## src/rtl/breakout_block_column.sv

```systemverilog
// breakout_block_column: one column of ROWS breakout blocks.
// Draws the present blocks, evaluates a ball/block collision once per frame,
// removes (or weakens) the hit block, pulses bounce directions to the ball
// logic and keeps a saturating column score.
// Optional feature macro: MULTI_HIT_EN (2-bit block strength, reload 3).
//
// Handshake note: there is no valid/ready flow control here. frame_tick is a
// fire-and-forget strobe that is only accepted in IDLE (latched) or COOL
// (counted); hit_valid is a one-cycle strobe coincident with move_* and the
// ball logic must take it in that cycle, since nothing back-pressures it.
//
// dbg_state encoding: 0 = IDLE, 1 = EVAL, 2 = HIT, 3 = COOL.
module breakout_block_column #(
  parameter int ROWS        = 8,
  parameter int X_L         = 122,
  parameter int X_R         = 227,
  parameter int Y0          = 4,
  parameter int ROW_H       = 16,
  parameter int PITCH       = 23,
  parameter int EDGE        = 3,
  parameter int EXT         = 7,
  parameter int SCORE_MULT  = 1,
  parameter int CNT_W       = 6,
  parameter int COOL_FRAMES = 2
) (
  input  logic             clk,
  input  logic             reset,
  input  logic             clear,
  input  logic             frame_tick,
  input  logic [10:0]      pix_x,
  input  logic [10:0]      pix_y,
  input  logic [10:0]      ball_x_l,
  input  logic [10:0]      ball_x_r,
  input  logic [10:0]      ball_y_t,
  input  logic [10:0]      ball_y_b,
  output logic             col_on,
  output logic             move_u,
  output logic             move_d,
  output logic             move_l,
  output logic             move_r,
  output logic             hit_valid,
  output logic [3:0]       hit_row,
  output logic [CNT_W-1:0] col_count,
  output logic             col_empty,
  output logic [1:0]       dbg_state
);

`ifdef MULTI_HIT_EN
  localparam int SW = 2;
`else
  localparam int SW = 1;
`endif
  localparam logic [SW-1:0] RELOAD = '1;
  localparam int SUM_W = CNT_W + 4;
  localparam logic [SUM_W-1:0] CNT_MAX = SUM_W'((1 << CNT_W) - 1);
  localparam logic [SUM_W-1:0] MULT = SUM_W'(SCORE_MULT);
  localparam logic [7:0] COOL_INIT = 8'(COOL_FRAMES);

  typedef enum logic [1:0] {
    S_IDLE = 2'd0,
    S_EVAL = 2'd1,
    S_HIT  = 2'd2,
    S_COOL = 2'd3
  } state_t;

  state_t state, state_next;

  logic [SW-1:0] strength [ROWS];
  logic [ROWS-1:0] present;
  logic [10:0] lat_xl, lat_xr, lat_yt, lat_yb;
  logic [7:0] cool;
  logic [3:0] hit_faces;  // {u, d, l, r} of the winning row

  int xl_i, xr_i, yt_i, yb_i, px_i, py_i;
  logic [ROWS-1:0] f_u, f_d, f_l, f_r, on_row;
  logic found;
  logic [3:0] win_row;
  logic [3:0] win_faces;
  logic [SUM_W-1:0] sum;
  logic [CNT_W-1:0] count_next;

  assign xl_i = int'(lat_xl);
  assign xr_i = int'(lat_xr);
  assign yt_i = int'(lat_yt);
  assign yb_i = int'(lat_yb);
  assign px_i = int'(pix_x);
  assign py_i = int'(pix_y);

  // Per-row face detection on the latched ball box and per-row drawing.
  for (genvar g = 0; g < ROWS; g++) begin : g_row
    localparam int T = Y0 + g * PITCH;
    localparam int B = T + ROW_H - 1;
    logic x_win, y_ovl;
    assign present[g] = |strength[g];
    assign x_win  = (xl_i >= X_L - EXT) && (xr_i <= X_R + EXT);
    assign y_ovl  = (yb_i >= T) && (yt_i <= B);
    assign f_d[g] = present[g] && (yt_i >= T) && (yt_i <= B) && (yt_i >= B - EDGE) && x_win;
    assign f_u[g] = present[g] && (yb_i <= B) && (yb_i >= T) && (yb_i <= T + EDGE) && x_win;
    assign f_l[g] = present[g] && (xr_i >= X_L) && (xr_i <= X_L + EDGE) && y_ovl;
    assign f_r[g] = present[g] && (xl_i >= X_R - EDGE) && (xl_i <= X_R) && y_ovl;
    assign on_row[g] = present[g] && (px_i >= X_L) && (px_i <= X_R) &&
                       (py_i >= T) && (py_i <= B);
  end

  assign col_on    = |on_row;
  assign col_empty = ~|present;

  // Priority encoder: scanning downward leaves the lowest hit row as winner.
  always_comb begin
    found     = 1'b0;
    win_row   = '0;
    win_faces = '0;
    for (int r = ROWS - 1; r >= 0; r--) begin
      if (f_u[r] || f_d[r] || f_l[r] || f_r[r]) begin
        found     = 1'b1;
        win_row   = 4'(r);
        win_faces = {f_u[r], f_d[r], f_l[r], f_r[r]};
      end
    end
  end

  // Saturating score increment, computed with headroom so overflow clamps.
  always_comb begin
    sum        = {4'b0, col_count} + MULT;
    count_next = (sum > CNT_MAX) ? CNT_MAX[CNT_W-1:0] : sum[CNT_W-1:0];
  end

  // State register; clear wins over every other event.
  always_ff @(posedge clk or negedge reset) begin
    if (!reset)     state <= S_IDLE;
    else if (clear) state <= S_IDLE;
    else            state <= state_next;
  end

  // Next-state logic; ticks in EVAL and HIT are ignored.
  always_comb begin
    state_next = state;
    unique case (state)
      S_IDLE: if (frame_tick) state_next = S_EVAL;
      S_EVAL: state_next = found ? S_HIT : S_IDLE;
      S_HIT:  state_next = (COOL_FRAMES == 0) ? S_IDLE : S_COOL;
      S_COOL: if (frame_tick && cool <= 8'd1) state_next = S_IDLE;
      default: state_next = S_IDLE;
    endcase
  end

  // Output decode: bounce pulses live only in HIT.
  always_comb begin
    hit_valid = (state == S_HIT);
    move_u    = hit_valid && hit_faces[3];
    move_d    = hit_valid && hit_faces[2];
    move_l    = hit_valid && hit_faces[1];
    move_r    = hit_valid && hit_faces[0];
    dbg_state = state;
  end

  // Datapath: coordinate latch, hit capture, block removal, score, cooldown.
  always_ff @(posedge clk or negedge reset) begin
    if (!reset) begin
      for (int r = 0; r < ROWS; r++) strength[r] <= RELOAD;
      lat_xl    <= '0;
      lat_xr    <= '0;
      lat_yt    <= '0;
      lat_yb    <= '0;
      cool      <= '0;
      hit_row   <= '0;
      hit_faces <= '0;
      col_count <= '0;
    end else if (clear) begin
      for (int r = 0; r < ROWS; r++) strength[r] <= RELOAD;
      cool      <= '0;
      hit_row   <= '0;
      hit_faces <= '0;
      col_count <= '0;
    end else begin
      unique case (state)
        S_IDLE: begin
          if (frame_tick) begin
            lat_xl <= ball_x_l;
            lat_xr <= ball_x_r;
            lat_yt <= ball_y_t;
            lat_yb <= ball_y_b;
          end
        end
        S_EVAL: begin
          if (found) begin
            hit_row   <= win_row;
            hit_faces <= win_faces;
          end
        end
        S_HIT: begin
          // Only the winning block loses strength; it scores when it dies.
          for (int r = 0; r < ROWS; r++) begin
            if (hit_row == 4'(r) && strength[r] != '0) begin
              strength[r] <= strength[r] - SW'(1);
              if (strength[r] == SW'(1)) col_count <= count_next;
            end
          end
          cool <= COOL_INIT;
        end
        S_COOL: begin
          if (frame_tick && cool != '0) cool <= cool - 8'd1;
        end
        default: ;
      endcase
    end
  end

endmodule

```

## config.mk

```make
export PLATFORM = sky130hd
export DESIGN_NAME = breakout_block_column
export DESIGN_NICKNAME = d
export VERILOG_FILES = /design/src/rtl/breakout_block_column.sv
export SDC_FILE = /design/constraint.sdc
export NUM_CORES = 1
export LEC_CHECK = 0
export CAP_MARGIN = 0
export CORE_ASPECT_RATIO = 1.1
export CORE_MARGIN = 1.5
export CORE_UTILIZATION = 25
export CTS_CLUSTER_DIAMETER = 60
export DETAILED_ROUTE_END_ITERATION = 10
export SLEW_MARGIN = 20
export SYNTH_ARGS = -nofsm -noshare
export SYNTH_HDL_FRONTEND = slang
export SYNTH_SLANG_ARGS = --single-unit
```

## constraint.sdc

```tcl
create_clock -name clk -period 2.77 [get_ports clk]
set_input_delay 0.554 -clock clk [delete_from_list [all_inputs] [get_ports clk]]
set_output_delay 0.554 -clock clk [all_outputs]
set_load 0.01 [all_outputs]
```

==> summary.md <==
| Metric | Value |
|---|---|
| Status | `finished clean` |
| CP startpoint kind | `flop` |
| Clock latency on the worst-skew pair | `roughly 0.35 ns` |
| Worst ir drop on vdd | `between 0.0003 and 0.0004 V` |
| Final global-route overflow total | `0` |
| CTS Sinks | `75` |
| Final core occ | `a little over a third` |
| Final-report max-slew violation count | `0` |
| Netlist cell types | `78` |
| Dpl ws | `-0.371 ns` |
| Vias in the first global route | `5007` |
| Number of synthesized flops with an enable pin | `0` |
| Register bit total from synthesis | `75` |
| P_int | `~2.7 mW` |
| DRC Markers | `0` |
| Reg power frac | `between 30% and 40%` |
| Hold buffers post-CTS | `0` |
| Final Hold Vio Count | `0` |
| Unrepaired setup endpoints after global routing | `true` |
| WL final | `15800 µm` |
| Main synth FF type | `dfrtp_1` |
| Initial Util | `between 20% and 30%` |
| Dpl hpwl | `between 10000 and 15000 µm` |
| CP required | `roughly 3 ns` |
| Post-Route Skew | `between 0.009 and 0.01 ns` |
| Comb pwr share | `a little under a third` |
| RePlAce Congestion | `just over 0.9` |
| Slowest CP cell | `dfstp_2` |
| Num CTS Buffers | `9` |
| Syn_area_per_cell | `between 9 and 10 µm²` |
| CP Cell Sequence | `or4bb_1 > or4_4 > o31a_1 > o32ai_4 > or3_4 > o21ai_4 > or4b_1 > nand2_1` |
| CTS H-tree lvls | `3` |
| Fin cells | `about 1000` |
| Sequential share of the synthesized area | `36.3%` |
| Total power | `3.95 mW` |
| Final Cell Area | `0.00750 mm²` |
| Io pins | `89` |
| Area growth syn-to-layout | `44.1%` |
| Switching Fraction | `between 30% and 40%` |
| Syn nets | `650` |
| CORE AREA | `0.0205 mm²` |
| Synth async-reset ratio | `between 90% and 100%` |
| First-pass GRT wire length | `25700 µm` |
| Rel. slew slack | `between 60 and 70%` |
| Crit Path Max Fanout | `5` |
| Max-cap violations | `0` |
| CP delay by family, top | `simple AND/OR/NAND/NOR gates` |
| Slew @ Worst Pin | `~0.50 ns` |
| First DRT Iteration DRCs | `264` |
| Fmax | `0.362 GHz` |
| CTS tree | `done` |
| Final worst slack | `approximately 0.0040 ns` |
| Vias | `a little over 5000` |
| CTS root buf | `clkbuf_16` |
| Initial antenna violation count | `0` |
| GRT Total Usage | `between 10% and 20%` |
| Final Setup Violations | `0` |
| Crit path arrival time | `between 3 and 4 ns` |
| Crit. End Element | `flop` |
| Die area | `approximately 0.022 mm²` |
| Placed cell areas | `roughly 0.0069 mm²` |
| Chip Height | `between 150 and 200 µm` |
| Leakage Power | `around 3.0 nW` |
| Antenna-violating nets left | `0` |
| WP buf/inv | `0` |
| Setup TNS | `0 ns` |
| Vias/cell | `~5.1` |
| Nets@finish | `809` |
| Syn Inst Count | `575` |
| Fillers | `roughly 2100` |
| R2r setup slk | `approximately 0.0040 ns` |
| Fraction of layout instances using a drive strength above 1 | `~29%` |
| PwrDens | `approximately 530 mW/mm²` |
| Avg WL per Cell | `roughly 16 µm` |
| Row cnt | `between 50 and 60` |
| Hold slack | `approximately 0.16 ns` |
| DP Cell Count | `972` |
| Max stage delay on crit path | `approximately 0.57 ns` |
| Hold/Removal Path Class | `in2async` |
| Synthesis Warnings | `0` |
| Minimum clock period | `~2.8 ns` |
| Clock power share | `33.7%` |
| Port Buffers | `86` |
| Pre-antenna DRT Iters | `4` |
| Sw power | `1.28 mW` |
| Mapped cell area | `around 0.0052 mm²` |
| Largest net degree at the start of global routing | `47` |
| Setup Crit Path Kind | `reg2reg` |
| Chip Width | `141 µm` |
| Period utilisation layout | `between 90% and 100%` |
| Clock-pin slew on the worst setup and hold paths | `0.07 ns` |
| CTS max path bufs | `2` |
-- synth_stat cells, drive strengths merged (6+ instances only) --
master   n  share of area [%]
nor4    17                2.2
nor2    58                4.2
a211oi   8                1.2
or4      8                1.2
dfstp    8                4.0
o21a    10                1.4
nand4   11                1.3
nor3    20                1.9
and3     9                1.1
dfrtp   67                 32
clkbuf  29                2.1
nand3   18                1.7
a21o    11                1.6
mux2    43                9.3
inv     17                1.2
a311oi   6                1.1
xor2     8                1.3
o31ai    6               0.87
or2      7               0.84
or3      7                1.0
o21ai   22                2.3
buf      8                1.3
nand3b   8                1.2
a21oi   33                3.2
nand2   32                2.4
-- worst reg2reg max path, cell delays in order (launching register included) --
cell and delay [ns]:
dfstp_2 0.57, or4bb_1 0.45, or4_4 0.54, o31a_1 0.16, o32ai_4 0.14, or3_4 0.20, o21ai_4 0.07, or4b_1 0.51
nand2_1 0.06
-- routing by layer --
layer | part of all wire (%) | vias up | GRT usage (%)
li1 | - | 2509 | -
met1 | 46 | 2468 | 19.3
met2 | 47 | 120 | 24.5
met3 | 5.2 | 22 | 2.72
met4 | 2.2 | 0 | 5.46
met5 | 0 | - | 0
-- sequential cells by signal, summed over array words and instances (netlist names) --
signal,count
lat_xl,11
lat_yb,11
lat_xr,11
col_count,6
cool,8
dbg_state,2
present,8
lat_yt,11
hit_row,3
hit_faces,4
-- worst paths after layout --
path	end	cells past startpoint	from
setup / recovery	hit_row[0]$_DFFE_PN0P_	8	present[3]$_DFFE_PN1P_
hold / removal	lat_xl[1]$_DFFE_PN0P_	1	reset
setup reg to reg	hit_row[0]$_DFFE_PN0P_	8	present[3]$_DFFE_PN1P_
hold reg to reg	lat_xr[10]$_DFFE_PN0P_	1	lat_xr[10]$_DFFE_PN0P_
max in group asynchronous	present[4]$_DFFE_PN1P_	2	reset
min in group clk	lat_xr[10]$_DFFE_PN0P_	1	lat_xr[10]$_DFFE_PN0P_
-- cells in the final DEF (no fill, tap or decap), drive strengths merged, types with 20 or more instances in the layout --
cell	n
mux2	43
clkdlybuf4s50	77
inv	21
dfrtp	67
nor3	20
o21ai	22
a21oi	33
nor2	58
nand2	32
buf	101
-- logic make-up after synthesis --
logic type / after synthesis / share of synthesized area, %
compound gates: 158 / 22.4
xor+xnor: 12 / 2.02
fa+ha+maj: 5 / 1.20
buf+inv: 54 / 4.62
mux: 46 / 9.89
simple gates: 224 / 23.5
other cells: 1 / 0.0721
flops: 75 / 36.3
-- power by group through the flow --
stage	Sequential [mW]	Clock (mW)	Combinational [mW]
after detailed placement	1.40	0	1.17
after CTS	1.38	1.36	1.18
final	1.38	1.33	1.24
after floorplan	1.36	0	0.677
after global routing	1.40	1.42	1.35
after global placement	1.39	0	1.16
-- area by class of cell --
| type | count | area (µm²) | share of cell area, % |
|---|---|---|---|
| Clock buffer | 9 | 225 | 3.00 |
| Clock inverter | 7 | 105 | 1.40 |
| Multi-Input combinational cell | 446 | 3250 | 43.4 |
| Sequential cell | 75 | 1890 | 25.2 |
| Antenna cell | 1 | 2.50 | 0.0334 |
| Timing Repair Buffer | 185 | 1640 | 21.9 |
| Tap cell | 256 | 320 | 4.27 |
| Inverter | 17 | 63.8 | 0.851 |
-- timing repair --
action                     CTS  global route
buffers inserted             2             5
pin swaps                    9            20
setup endpoints to repair    5             7
gates resized for setup     14            39
No activity file was read; power rests on OpenSTA's default activity.
